**src/rtl/result_writeback_queue_if.sv**
```systemverilog
// Handshake bundle between a VFU result producer, the writeback queue and the VRF bank arbiter.
// The queue uses the slave modport; the environment (VFU plus arbiter) uses the master modport.
interface result_writeback_queue_if #(
  parameter int AddrWidth = 9
);
  logic [63:0]          result_i;
  logic [AddrWidth-1:0] result_addr_i;
  logic [7:0]           result_be_i;
  logic [2:0]           result_id_i;
  logic                 result_valid_i;
  logic                 result_ready_o;
  logic                 wreq_o;
  logic                 wgnt_i;
  logic [63:0]          wdata_o;
  logic [AddrWidth-1:0] waddr_o;
  logic [7:0]           wbe_o;
  logic                 result_gnt_o;
  logic [2:0]           result_gnt_id_o;
  logic                 empty_o;

  // Result side: a transfer happens on result_valid_i && result_ready_o.
  // VRF side: wreq_o holds with a stable payload until wgnt_i; wgnt_i is ignored while wreq_o is low.
  modport slave (
    input  result_i, result_addr_i, result_be_i, result_id_i, result_valid_i, wgnt_i,
    output result_ready_o, wreq_o, wdata_o, waddr_o, wbe_o, result_gnt_o,
           result_gnt_id_o, empty_o
  );

  modport master (
    output result_i, result_addr_i, result_be_i, result_id_i, result_valid_i, wgnt_i,
    input  result_ready_o, wreq_o, wdata_o, waddr_o, wbe_o, result_gnt_o,
           result_gnt_id_o, empty_o
  );
endinterface

```
**src/rtl/result_writeback_queue.sv**
```systemverilog
// Circular FIFO buffering VFU results until the VRF bank arbiter grants a write.
// Optional feature: define ARA_RESULT_QUEUE_BYPASS_EN to let an empty queue forward results combinationally.
module result_writeback_queue #(
  parameter int NrLanes     = 4,
  parameter int BufferDepth = 2,
  parameter int AddrWidth   = 9
) (
  input logic                     clk_i,
  input logic                     rst_ni,
  result_writeback_queue_if.slave bus
);

  localparam int CntW = $clog2(BufferDepth + 1);
  localparam int PtrW = (BufferDepth > 1) ? $clog2(BufferDepth) : 1;

  if (BufferDepth < 1 || BufferDepth > 8) begin : g_bad_depth
    $error("result_writeback_queue: BufferDepth must be within 1..8");
  end
  if (NrLanes < 1) begin : g_bad_lanes
    $error("result_writeback_queue: NrLanes must be at least 1");
  end

  typedef struct packed {
    logic [63:0]          data;
    logic [AddrWidth-1:0] addr;
    logic [7:0]           be;
    logic [2:0]           id;
  } entry_t;

  entry_t          mem [BufferDepth];
  logic [PtrW-1:0] wr_ptr, rd_ptr;
  logic [CntW-1:0] count;
  logic            gnt_q;
  logic [2:0]      gnt_id_q;

  entry_t in_entry, head, out_entry;
  logic   ready, empty, wreq, commit, push, fifo_pop;

  function automatic logic [PtrW-1:0] ptr_inc(input logic [PtrW-1:0] p);
    if (p == PtrW'(BufferDepth - 1)) return '0;
    return p + PtrW'(1);
  endfunction

  assign in_entry = '{data: bus.result_i, addr: bus.result_addr_i,
                      be: bus.result_be_i, id: bus.result_id_i};
  assign head     = mem[rd_ptr];

  always_comb begin
    out_entry = '0;
    wreq      = 1'b0;
    ready     = (count != CntW'(BufferDepth));
    empty     = (count == '0);
    if (!empty) begin
      out_entry = head;
      wreq      = 1'b1;
    end
`ifdef ARA_RESULT_QUEUE_BYPASS_EN
    else if (bus.result_valid_i && rst_ni) begin
      out_entry = in_entry;
      wreq      = 1'b1;
    end
`endif
    commit   = wreq && bus.wgnt_i;
    fifo_pop = commit && !empty;
    push     = bus.result_valid_i && ready;
`ifdef ARA_RESULT_QUEUE_BYPASS_EN
    // A bypassed result granted in the same cycle never enters storage.
    if (empty && commit) push = 1'b0;
`endif
  end

  always_ff @(posedge clk_i) begin
    if (push) mem[wr_ptr] <= in_entry;
  end

  always_ff @(posedge clk_i or negedge rst_ni) begin
    if (!rst_ni) begin
      wr_ptr   <= '0;
      rd_ptr   <= '0;
      count    <= '0;
      gnt_q    <= 1'b0;
      gnt_id_q <= '0;
    end else begin
      if (push)     wr_ptr <= ptr_inc(wr_ptr);
      if (fifo_pop) rd_ptr <= ptr_inc(rd_ptr);
      case ({push, fifo_pop})
        2'b10:   count <= count + CntW'(1);
        2'b01:   count <= count - CntW'(1);
        default: count <= count;
      endcase
      gnt_q    <= commit;
      gnt_id_q <= commit ? out_entry.id : 3'd0;
    end
  end

  assign bus.result_ready_o  = ready;
  assign bus.empty_o         = empty;
  assign bus.wreq_o          = wreq;
  assign bus.wdata_o         = out_entry.data;
  assign bus.waddr_o         = out_entry.addr;
  assign bus.wbe_o           = out_entry.be;
  assign bus.result_gnt_o    = gnt_q;
  assign bus.result_gnt_id_o = gnt_id_q;

endmodule

```
**src/flat_wrapper.sv**
```systemverilog
// flat-port wrapper written by rule: the top's interface ports become plain ports
module result_writeback_queue_flat 
#(
  parameter int NrLanes     = 4,
  parameter int BufferDepth = 2,
  parameter int AddrWidth   = 9
)
  (clk_i, rst_ni, bus_result_i, bus_result_addr_i, bus_result_be_i, bus_result_id_i, bus_result_valid_i, bus_wgnt_i, bus_result_ready_o, bus_wreq_o, bus_wdata_o, bus_waddr_o, bus_wbe_o, bus_result_gnt_o, bus_result_gnt_id_o, bus_empty_o);
  result_writeback_queue_if #(.AddrWidth(AddrWidth)) bus_i ();
  input logic clk_i;
  input logic rst_ni;
  input wire logic [$bits(bus_i.result_i)-1:0] bus_result_i;
  input wire logic [$bits(bus_i.result_addr_i)-1:0] bus_result_addr_i;
  input wire logic [$bits(bus_i.result_be_i)-1:0] bus_result_be_i;
  input wire logic [$bits(bus_i.result_id_i)-1:0] bus_result_id_i;
  input wire logic [$bits(bus_i.result_valid_i)-1:0] bus_result_valid_i;
  input wire logic [$bits(bus_i.wgnt_i)-1:0] bus_wgnt_i;
  output wire logic [$bits(bus_i.result_ready_o)-1:0] bus_result_ready_o;
  output wire logic [$bits(bus_i.wreq_o)-1:0] bus_wreq_o;
  output wire logic [$bits(bus_i.wdata_o)-1:0] bus_wdata_o;
  output wire logic [$bits(bus_i.waddr_o)-1:0] bus_waddr_o;
  output wire logic [$bits(bus_i.wbe_o)-1:0] bus_wbe_o;
  output wire logic [$bits(bus_i.result_gnt_o)-1:0] bus_result_gnt_o;
  output wire logic [$bits(bus_i.result_gnt_id_o)-1:0] bus_result_gnt_id_o;
  output wire logic [$bits(bus_i.empty_o)-1:0] bus_empty_o;
  assign bus_i.result_i = bus_result_i;
  assign bus_i.result_addr_i = bus_result_addr_i;
  assign bus_i.result_be_i = bus_result_be_i;
  assign bus_i.result_id_i = bus_result_id_i;
  assign bus_i.result_valid_i = bus_result_valid_i;
  assign bus_i.wgnt_i = bus_wgnt_i;
  assign bus_result_ready_o = bus_i.result_ready_o;
  assign bus_wreq_o = bus_i.wreq_o;
  assign bus_wdata_o = bus_i.wdata_o;
  assign bus_waddr_o = bus_i.waddr_o;
  assign bus_wbe_o = bus_i.wbe_o;
  assign bus_result_gnt_o = bus_i.result_gnt_o;
  assign bus_result_gnt_id_o = bus_i.result_gnt_id_o;
  assign bus_empty_o = bus_i.empty_o;
  result_writeback_queue #(.NrLanes(NrLanes), .BufferDepth(BufferDepth), .AddrWidth(AddrWidth)) u_core (.clk_i(clk_i), .rst_ni(rst_ni), .bus(bus_i));
endmodule
```
**config.mk**
```make
export PLATFORM = sky130hd
export DESIGN_NAME = result_writeback_queue_flat
export DESIGN_NICKNAME = d
export VERILOG_FILES = /design/src/rtl/result_writeback_queue_if.sv /design/src/rtl/result_writeback_queue.sv /design/src/flat_wrapper.sv
export SDC_FILE = /design/constraint.sdc
export NUM_CORES = 1
export LEC_CHECK = 0
export CAP_MARGIN = 30
export CORE_UTILIZATION = 49
export DETAILED_ROUTE_END_ITERATION = 10
export GPL_ROUTABILITY_DRIVEN = 0
export GPL_TIMING_DRIVEN = 1
export PLACE_DENSITY = 0.8
export SYNTH_ARGS = -nofsm -noshare
export SYNTH_HDL_FRONTEND = slang
export SYNTH_SLANG_ARGS = --single-unit
```
**constraint.sdc**
```tcl
create_clock -name clk_i -period 6.1 [get_ports clk_i]
set_input_delay 1.22 -clock clk_i [delete_from_list [all_inputs] [get_ports clk_i]]
set_output_delay 1.22 -clock clk_i [all_outputs]
set_load 0.02 [all_outputs]
```
; ---- Word level (Yosys, flattened, before mapping)
; Memory sizes are Yosys's and may differ from the RTL's.
; Index checks and enable logic that the tools add are counted.
; W data, S select, Z words.
[word_totals]
wordCells = 33
register_bits = 8
out_inout_bits = 88
ramBits = 168
mem_count = 1
in_bits = 88
[mem_list]
columns = name, words, width, rd, rd_clocked_by_memory_dff, write_ports, line
row1 = u_core.mem, 2, 84, 1, 0, 1, result_writeback_queue.sv:30  ; entry_t mem [BufferDepth];
[op_classes]
eq_ne = 3
muxes = 14
n_addsub = 4
n_reduce_logical = 6
[ops]
columns = cell, count
row1 = $mux W84, 1
row2 = $mux W1, 11
row3 = $pmux W2 S2, 1
row4 = $logic_and A1 B1 Y1, 3
row5 = $mux W3, 1
row6 = $add A1 B1 Y1 const B, 2
row7 = $add A2 B1 Y2 const B, 1
row8 = $eq A2 B1 Y1 const B, 1
row9 = $eq A2 B2 Y1 const B, 1
row10 = $logic_not A2 Y1, 1
row11 = $ne A2 B2 Y1 const B, 1
row12 = $reduce_bool A2 Y1, 1
row13 = $sub A2 B1 Y2 const B, 1
row14 = $logic_not A1 Y1, 1

; ---- Longest topological paths before layout
; Gate-level depths: netlist of run 1.
[logic_depth]
depth_word = 6
depth_mapped = 7

; ---- Worst setup path after synthesis of run 1
; Ideal clock, no wire load.
[synth_path]
kind = input to register
from = in bus_result_valid_i
to = mem u_core.mem[0][0] in the netlist's numbering (enable)
setup_slack_ns = 0.750
path_stages = 2
arrival_time_ns = 4.823
required_ns = 5.573
n_path_buf = 0
path_cell_list = nand2_1 > nor2_1
[synth_between]
elab_chain_cells = 3
[synth_rtl]
columns = element, line
row1 = from (decl), flat_wrapper.sv:16  ; input wire logic [$bits(bus_i.result_valid_i)-1:0] bus_result_valid_i;
row2 = $logic_and A1 B1 Y1, result_writeback_queue.sv:65  ; push = bus.result_valid_i && ready;
row3 = $mux W1, result_writeback_queue.sv:73  ; if (push) mem[wr_ptr] <= in_entry;
row4 = $mux W1 (implied by the code), result_writeback_queue.sv:73
row5 = to (decl), result_writeback_queue.sv:30
; Every way passes these cells.

; ---- Worst setup path after layout of run 1
[layout_path]
from = reg u_core.rd_ptr
to = out bus_wdata_o[20]
[layout_between]
elab_chain_cells = 2
[layout_rtl]
columns = element, line
row1 = from (decl), result_writeback_queue.sv:31  ; logic [PtrW-1:0] wr_ptr, rd_ptr;
row2 = from (signal assigned), result_writeback_queue.sv:85  ; if (fifo_pop) rd_ptr <= ptr_inc(rd_ptr);
row3 = $mem_v2 Z2 W84, --
row4 = $mux W84, result_writeback_queue.sv:53  ; if (!empty) begin
row5 = to (decl), flat_wrapper.sv:20  ; output wire logic [$bits(bus_i.wdata_o)-1:0] bus_wdata_o;
; Every way passes these cells.

==> flow_metrics.env, run 1 <==
export IMPL_ff2ff_setup_slack_ns=3.55
export IMPL_non_filler_instance_count_after_layout=745
export IMPL_yosysSeqAreaShare=0.777
export IMPL_core_area_um2=13300
export IMPL_chipHeight_um=119
export IMPL_met2_usage=0.318
export IMPL_cts_tree="done"
export IMPL_ys_types=17
export IMPL_drive_above_1_share=0.0633
export IMPL_timing_worst_setup_path_type="reg2out"
export IMPL_numCtsBuffers=17
export IMPL_timing_clock_skew_ns=0.00656
export IMPL_floorplan_initialDensity=0.505
export IMPL_globalRouteMet1Util=0.214
export IMPL_diodes=0
export IMPL_worstPathMaxFanout=41
export IMPL_cts_resized_gates=0
export IMPL_synth_seq_cells=176
export IMPL_ctsLongestPathBuffers=2
export IMPL_syn_inst=377
export IMPL_min_path_type="reg2reg"
export IMPL_final_hold_viol_count=0
export IMPL_globalRouteOverflowTotal=0
export IMPL_seqCellArea_um2=5250
export IMPL_htree_num_levels=4
export IMPL_critical_path_reg2reg_endpoint="u_core.mem[0][50]"
export IMPL_reg2regPathDepth=4
export IMPL_routed_wire_length_per_instance_um=16.8
export IMPL_port_buffers=175
export IMPL_hold_ws_ns=0.497
export IMPL_via_count=3745
export IMPL_antenna_found_initial=1
export IMPL_drt_iter0_markers=207
export IMPL_rsz0062_at_grt="no"
export IMPL_min_delay_path_depth=2
export IMPL_pin_count_of_the_biggest_net_entering_global_routing=83
export IMPL_first_pass_grt_wire_length_um=19600
export IMPL_relSlewSlack=0.412
export IMPL_cp_arrival_ns=2.75
export IMPL_wl_um=12500
export IMPL_filler_cell_count=921
export IMPL_peak_supply_drop_mv=0.297
export IMPL_design_final_nets=646
export IMPL_cellLeakagePower_nw=3.37
export IMPL_synthesis_yosys_warnings=0
export IMPL_cts_sinks=176
export IMPL_via_per_inst=5.03
export IMPL_area_growth_from_synthesis_to_layout_pct=35.5
export IMPL_period_needed_ns=3.97
export IMPL_final_max_slew_violation_count=0
export IMPL_die_area_um2=14200
export IMPL_final_core_utilization=0.685
export IMPL_worst_slew_pin_transition_ns=0.882
export IMPL_post_cts_setup_buffer_count=0
export IMPL_multi_input_gate_area_um2=1260
export IMPL_worst_hold_startpoint="u_core.mem[1][0]"
export IMPL_synth_fp_nets=466
export IMPL_postRouteAntennaNets=0
export IMPL_grt_most_used_layer="met2"
export IMPL_holdPathEnd="u_core.bus.result_gnt_id_o[0]"
export IMPL_clkTransAtPathRegs_ns=0.06
export IMPL_grt_met3_usage=0.0503
export IMPL_fp_row_count=42
export IMPL_post_synth_cell_area_avg_um2=17.9
export IMPL_required_time_of_the_critical_path_ns=4.88
export IMPL_synth_cell_area_um2=6750
export IMPL_power_density_nw_per_um2=532
export IMPL_post_dp_hpwl_um=8030
export IMPL_placed_cells_incl_taps=714
export IMPL_first_global_vias=3928
export IMPL_grt_total_usage=0.184
export IMPL_drt_pass1_iter_count=5
export IMPL_crit_path_end_kind="output pin"
export IMPL_drv_cap=0
export IMPL_crit_path_start_kind="flip-flop"
export IMPL_worst_r2r_startpoint="u_core.count[0]"
export IMPL_drcViolationCount=0
export IMPL_number_of_top_level_design_ports=176
export IMPL_final_period_util=0.650
export IMPL_setup_violations_final=0
export IMPL_die_width_um=119
export IMPL_clk_insertion_delay_late_ns=0.42
export IMPL_cts_hold_repair_buffers=0
export IMPL_run_status="finished clean"
export IMPL_power_total_mw=4.87
export IMPL_clockRootBuffer="clkbuf_16"
export IMPL_max_freq_mhz=252
export IMPL_setup_total_negative_slack_ns=0
## worst max path at each step
stage                       start  slack [ns]                end  cells after the start
2_1_floorplan  bus_result_valid_i        0.75   u_core.mem[0][0]                      2
3_3_place_gp   bus_result_valid_i        2.50  u_core.mem[0][51]                      4
5_1_grt             u_core.rd_ptr        1.98    bus_wdata_o[20]                      4
3_5_place_dp   bus_result_valid_i        2.41  u_core.mem[0][52]                      4
4_1_cts             u_core.rd_ptr        2.08    bus_wdata_o[20]                      4
6_report            u_core.rd_ptr        2.13    bus_wdata_o[20]                      4
## kinds of logic (layout without fill, tap and decap cells)
family / Yosys count / count (layout) / synth area share
xor+xnor: 5 / 5 / 0.00649
fa+ha+maj: 1 / 1 / 0.00185
buf+inv: 20 / 212 / 0.0375
flops: 176 / 176 / 0.777
mux: 84 / 84 / 0.125
simple gates: 91 / 91 / 0.0521
## area by class of cell
cell class	count	share of cell area
Sequential cell	176	0.574
Timing Repair Buffer	179	0.197
Clock inverter	13	0.0186
Multi-Input combinational cell	181	0.138
Clock buffer	18	0.0469
Tap cell	176	0.0241
Inverter	2	0.00137
## cells in the final DEF, fill, tap and decap left out, types with 2 or more instances in the layout
cell type / n
clkdlybuf4s50_1: 175
edfxtp_1: 168
nor2_1: 85
mux2i_1: 84
clkbuf_16: 17
dfrtp_1: 7
xnor2_1: 4
bufinv_16: 4
clkinv_1: 3
clkinv_2: 3
buf_4: 3
clkinv_4: 2
nand2_1: 2
clkinvlp_4: 2
## sequential cells by signal (all words and copies together), names as in the netlist
signal,count
u_core.mem,168
u_core.bus.result_gnt_id_o,3
u_core.rd_ptr,1
u_core.wr_ptr,1
u_core.bus.result_gnt_o,1
u_core.count,2
## stage by stage
| step | worst slack [ns] | cell area (um^2) |
|---|---|---|
| floorplan | 0.750 | 6750 |
| global placement | 2.50 | 8520 |
| detailed placement | 2.41 | 8540 |
| CTS | 2.08 | 9140 |
| global route | 1.98 | 9140 |
| finish | 2.13 | 9140 |
## power by group
| group | total [mW] | internal, mW | switching, mW |
|---|---|---|---|
| logic | 1.98 | 0.903 | 1.08 |
| clock network | 1.09 | 0.676 | 0.410 |
| registers | 1.80 | 1.65 | 0.141 |
| total | 4.87 | 3.23 | 1.63 |
## cells in the mapped netlist
cell	number	area, um^2
buf_12	6	120
nand2b_1	1	6.26
clkbuf_4	1	7.51
and3_1	1	6.26
mux2i_1	84	841
inv_1	1	3.75
edfxtp_1	168	5040
buf_6	8	90.1
clkinv_4	1	8.76
ha_1	1	12.5
xor2_1	1	8.76
or2_4	1	8.76
nand2_1	2	7.51
buf_4	3	22.5
xnor2_1	4	35.0
dfrtp_1	8	200
nor2_1	86	323
## per-layer routing
layer  share of wire  wire length (um)
met5         0.00088                11
met2            0.53              6560
met3           0.059               737
met4           0.020               245
met1            0.40              4930
## critical path, stage by stage (launching register included)
cell,delay [ns]
dfrtp_4,0.90
buf_4,0.50
mux2i_1,0.13
nor2_1,0.13
clkdlybuf4s50_1,0.65
(Power assumes the default switching activity.)
==> inputs of run 2 (changes only) <==
Clock period 6.1 ns to 3.7 ns, I/O delays scaled along.
==> flow_metrics.env, run 2 (synthesized netlist as in run 1, its figures left out) <==
export IMPL_non_filler_instance_count_after_layout=744
export IMPL_pin_count_of_the_biggest_net_entering_global_routing=83
export IMPL_area_growth_from_synthesis_to_layout_pct=35.1
export IMPL_port_buffers=175
export IMPL_crit_start="u_core.rd_ptr"
export IMPL_diodes=0
export IMPL_layout_commonest_cell="clkdlybuf4s50_1"
export IMPL_die_width_um=119
export IMPL_fp_row_count=42
export IMPL_drive_above_1_share=0.0599
export IMPL_run_status="finished clean"
export IMPL_wl_um=12000
export IMPL_htree_num_levels=4
export IMPL_design_final_nets=648
export IMPL_worst_r2r_startpoint="u_core.count[0]"
export IMPL_peak_supply_drop_mv=0.574
export IMPL_period_needed_ns=3.24
export IMPL_grt_met3_usage=0.0517
export IMPL_postPlaceCellArea_um2=8560
export IMPL_die_area_um2=14200
export IMPL_final_hold_viol_count=0
export IMPL_numCtsBuffers=17
export IMPL_drcViolationCount=0
export IMPL_power_density_nw_per_um2=870
export IMPL_clk_insertion_delay_late_ns=0.42
export IMPL_drv_cap=0
export IMPL_placed_cells_incl_taps=716
export IMPL_clkTransAtPathRegs_ns=0.06
export IMPL_clockRootBuffer="clkbuf_16"
export IMPL_cts_resized_gates=0
export IMPL_min_path_type="reg2reg"
export IMPL_path_delay_family="buffers and inverters"
export IMPL_cts_hold_repair_buffers=0
export IMPL_most_common_layout_cells="175 x clkdlybuf4s50_1, 168 x edfxtp_1, 85 x nor2_1"
export IMPL_first_pass_grt_wire_length_um=18700
export IMPL_cellLeakagePower_nw=3.37
export IMPL_crit_path_end_kind="output pin"
export IMPL_post_cts_setup_buffer_count=0
export IMPL_chipHeight_um=119
export IMPL_globalRouteOverflowTotal=0
export IMPL_floorplan_initialDensity=0.505
export IMPL_required_time_of_the_critical_path_ns=2.96
export IMPL_grt_most_used_layer="met2"
export IMPL_setup_total_negative_slack_ns=0
export IMPL_ff2ff_setup_slack_ns=1.82
export IMPL_antenna_found_initial=0
export IMPL_timing_worst_setup_path_type="reg2out"
export IMPL_power_share_clock=0.213
export IMPL_number_of_flip_flops_under_the_largest_register_name=168
export IMPL_drt_pass1_iter_count=4
export IMPL_core_area_um2=13300
export IMPL_reg2regPathDepth=4
export IMPL_ctsLongestPathBuffers=2
export IMPL_rsz0062_at_grt="no"
export IMPL_cp_arrival_ns=2.50
export IMPL_drt_iter0_markers=195
export IMPL_setup_worst_path_end="bus_wdata_o[59]"
export IMPL_final_max_slew_violation_count=0
export IMPL_path_buf_inv=2
export IMPL_max_freq_mhz=309
export IMPL_first_global_vias=3803
export IMPL_worstPathMaxFanout=53
export IMPL_number_of_top_level_design_ports=176
export IMPL_via_per_inst=4.92
export IMPL_layout_cell_area_excl_fill_um2=9120
export IMPL_critical_path_cell_chain="buf_12 > mux2i_1 > nor2_1 > clkdlybuf4s50_1"
export IMPL_worst_slew_pin_transition_ns=0.780
export IMPL_switching_fraction=0.335
export IMPL_routed_wire_length_per_instance_um=16.1
export IMPL_final_period_util=0.876
export IMPL_via_count=3657
export IMPL_regMostFlops="u_core.mem"
export IMPL_intPower_mw=5.27
export IMPL_cp_max_stage_delay_ns=0.72
export IMPL_setup_violations_final=0
export IMPL_cts_sinks=176
export IMPL_post_dp_hpwl_um=7660
export IMPL_met2_usage=0.302
export IMPL_pwr_share_seq=0.368
export IMPL_hold_ws_ns=0.501
export IMPL_crit_slowest_cell="dfrtp_4"
export IMPL_timing_critical_path_depth=4
export IMPL_critical_path_reg2reg_endpoint="u_core.mem[0][44]"
export IMPL_p_sw_mw=2.66
export IMPL_timing_clock_skew_ns=0.00636
export IMPL_postRouteAntennaNets=0
export IMPL_pwr_share_comb=0.419
export IMPL_cts_tree="done"
export IMPL_filler_cell_count=915
export IMPL_grt_total_usage=0.176
export IMPL_crit_path_start_kind="flip-flop"
export IMPL_globalRouteMet1Util=0.204
export IMPL_relSlewSlack=0.480
run 2: changes by cell type in the layout (fill, tap and decap cells not counted):
cell        delta
buf_16         -1
clkbuf_1       +1
buf_12         +2
bufinv_16      -1
buf_4          +1
clkinv_2       -1
clkinvlp_4     -2
run 2: per-stage QoR:
step / setup slack (ns) / util / total power, mW
2_1_floorplan: 0.241 / - / 5.03
3_3_place_gp: 0.921 / 0.642 / 6.26
3_5_place_dp: 0.884 / 0.642 / 6.32
4_1_cts: 0.426 / 0.683 / 8.00
5_1_grt: 0.341 / 0.683 / 8.28
6_report: 0.461 / 0.683 / 7.93
run 2: power by group through the flow:
stage	logic [mW]	registers, mW	clock network, mW
final	3.32	2.91	1.69
after CTS	3.37	2.92	1.71
after detailed placement	3.36	2.96	0
after global routing	3.54	2.96	1.79
after floorplan	2.14	2.90	0
after global placement	3.33	2.93	0
run 2: how the worst min path moves through the flow:
| stage | startpoint | to | slack (ns) | cells past startpoint |
|---|---|---|---|---|
| after floorplan | rst_ni | u_core.bus.result_gnt_id_o[0] | 0.44 | 0 |
| after global placement | u_core.mem[0][2] | u_core.bus.result_gnt_id_o[2] | 0.47 | 2 |
| after detailed placement | u_core.mem[0][1] | u_core.bus.result_gnt_id_o[1] | 0.48 | 2 |
| after CTS | u_core.count[1] | u_core.count[1] | 0.51 | 1 |
| after global routing | u_core.count[1] | u_core.count[1] | 0.54 | 1 |
| final | u_core.count[1] | u_core.count[1] | 0.50 | 1 |
run 2: layout make-up:
class,count,area (um^2),share of cell area
flip-flops and latches,176,5250,0.576
repair buffers,181,1820,0.200
multi-input cells,181,1260,0.138
clock buffers,19,433,0.0475
well taps,176,220,0.0242
clock inverters,9,120,0.0132
inverters,2,12.5,0.00137
run 2: routing by layer:
layer  up-vias  routed length [um]
li1       1757                   -
met1      1751                4770
met2       129                6160
met3        20                 801
met4         0                 234
met5         -                   0
==> inputs of run 3 (changes only) <==
Settings changed: REMOVE_ABC_BUFFERS from default to 1.
==> flow_metrics.env, run 3 (synthesized netlist as in run 1, its figures left out) <==
export IMPL_run_status="finished clean"
export IMPL_number_of_flip_flops_under_the_largest_register_name=168
export IMPL_timing_worst_setup_path_type="reg2out"
export IMPL_switching_fraction=0.347
export IMPL_final_core_utilization=0.683
export IMPL_regMostFlops="u_core.mem"
export IMPL_crit_slowest_cell="dfrtp_4"
export IMPL_via_count=3758
export IMPL_floorplan_initialDensity=0.505
export IMPL_clockRootBuffer="clkbuf_16"
export IMPL_port_buffers=175
export IMPL_layout_commonest_cell="clkdlybuf4s50_1"
export IMPL_intPower_mw=5.16
export IMPL_cts_resized_gates=0
export IMPL_power_density_nw_per_um2=866
export IMPL_cellLeakagePower_nw=3.35
export IMPL_design_final_nets=649
export IMPL_required_time_of_the_critical_path_ns=2.96
export IMPL_cts_hold_repair_buffers=0
export IMPL_dp_worst_setup_slack_ns=0.926
export IMPL_most_common_layout_cells="175 x clkdlybuf4s50_1, 168 x edfxtp_1, 85 x nor2_1"
export IMPL_setup_violations_final=0
export IMPL_non_filler_instance_count_after_layout=750
export IMPL_pwr_share_comb=0.421
export IMPL_routed_wire_length_per_instance_um=16.7
export IMPL_numCtsBuffers=17
export IMPL_postPlaceCellArea_um2=8570
export IMPL_drcViolationCount=0
export IMPL_timing_clock_skew_ns=0.00427
export IMPL_post_cts_setup_buffer_count=0
export IMPL_first_global_vias=3966
export IMPL_clk_insertion_delay_late_ns=0.42
export IMPL_drt_iter0_markers=239
export IMPL_area_growth_from_synthesis_to_layout_pct=35.2
export IMPL_clkTransAtPathRegs_ns=0.06
export IMPL_cts_tree="done"
export IMPL_worst_slack_ns=0.506
export IMPL_crit_path_end_kind="output pin"
export IMPL_cts_sinks=176
export IMPL_antenna_found_initial=1
export IMPL_grt_total_usage=0.184
export IMPL_peak_supply_drop_mv=0.485
export IMPL_chipHeight_um=119
export IMPL_via_per_inst=5.01
export IMPL_number_of_top_level_design_ports=176
export IMPL_post_dp_hpwl_um=8160
export IMPL_drive_above_1_share=0.0698
export IMPL_rsz0062_at_grt="no"
export IMPL_cp_arrival_ns=2.45
export IMPL_max_freq_mhz=313
export IMPL_first_pass_grt_wire_length_um=19500
export IMPL_placed_cells_incl_taps=717
export IMPL_worstPathMaxFanout=31
export IMPL_core_area_um2=13300
export IMPL_drt_pass1_iter_count=4
export IMPL_postRouteAntennaNets=0
export IMPL_layout_cell_area_excl_fill_um2=9120
export IMPL_final_hold_viol_count=0
export IMPL_path_delay_family="buffers and inverters"
export IMPL_p_sw_mw=2.74
export IMPL_ctsLongestPathBuffers=2
export IMPL_critical_path_cell_chain="buf_4 > mux2i_1 > nor2_1 > clkdlybuf4s50_1"
export IMPL_die_area_um2=14200
export IMPL_relSlewSlack=0.575
export IMPL_min_path_type="reg2reg"
export IMPL_final_max_slew_violation_count=0
export IMPL_drv_cap=0
export IMPL_cp_max_stage_delay_ns=0.78
export IMPL_path_buf_inv=2
export IMPL_pwr_share_seq=0.372
export IMPL_wl_um=12500
export IMPL_worst_slew_pin_transition_ns=0.638
export IMPL_setup_total_negative_slack_ns=0
export IMPL_globalRouteOverflowTotal=0
export IMPL_period_needed_ns=3.19
export IMPL_crit_path_start_kind="flip-flop"
export IMPL_pin_count_of_the_biggest_net_entering_global_routing=83
export IMPL_die_width_um=119
export IMPL_final_period_util=0.863
export IMPL_power_share_clock=0.207
export IMPL_fp_row_count=42
export IMPL_htree_num_levels=4
[run 3: power by group through the flow]
stage / clock network [mW] / registers (mW) / logic, mW
2_1_floorplan: 0 / 3.08 / 1.80
3_3_place_gp: 0 / 2.96 / 3.31
3_5_place_dp: 0 / 2.98 / 3.35
4_1_cts: 1.66 / 2.94 / 3.38
5_1_grt: 1.74 / 2.98 / 3.55
6_report: 1.63 / 2.93 / 3.33
[run 3: worst reg2reg max path, delay by kind of cell (launching register included)]
family / cells / cell delay (ns)
AND/OR/NAND/NOR: 2 / 0.75
buffers and inverters: 1 / 0.36
flip-flops: 1 / 0.42
[run 3: layer usage]
| metal | GRT usage | routed length (um) |
|---|---|---|
| met1 | 0.210 | 5070 |
| met2 | 0.315 | 6300 |
| met3 | 0.0551 | 799 |
| met4 | 0.0938 | 363 |
| met5 | 0 | 0 |
[run 3: final cells by class]
class                   instances  area, um^2
clock inverters                15         121
clock buffers                  17         425
flip-flops and latches        176        5250
diodes                          1        2.50
repair buffers                182        1830
fillers                       885        4230
multi-input cells             181        1260
inverters                       2        12.5
well taps                     176         220
[run 3: metrics by stage]
| step | power (mW) | hold WS [ns] |
|---|---|---|
| 2_1_floorplan | 4.88 | 0.444 |
| 3_3_place_gp | 6.27 | 0.471 |
| 3_5_place_dp | 6.34 | 0.483 |
| 4_1_cts | 7.98 | 0.497 |
| 5_1_grt | 8.26 | 0.516 |
| 6_report | 7.90 | 0.491 |
[run 3: worst paths after layout]
check / cells past startpoint / from / slack, ns / endpoint
worst max-delay path: 4 / u_core.rd_ptr / 0.51 / bus_wbe_o[1]
worst min-delay path: 2 / u_core.mem[1][0] / 0.49 / u_core.bus.result_gnt_id_o[0]
worst max register to register: 3 / u_core.count[0] / 1.85 / u_core.mem[1][71]
worst min register to register: 2 / u_core.mem[1][0] / 0.49 / u_core.bus.result_gnt_id_o[0]
max in group asynchronous: 1 / rst_ni / 2.81 / u_core.rd_ptr
min in group asynchronous: 1 / rst_ni / 0.60 / u_core.count[1]
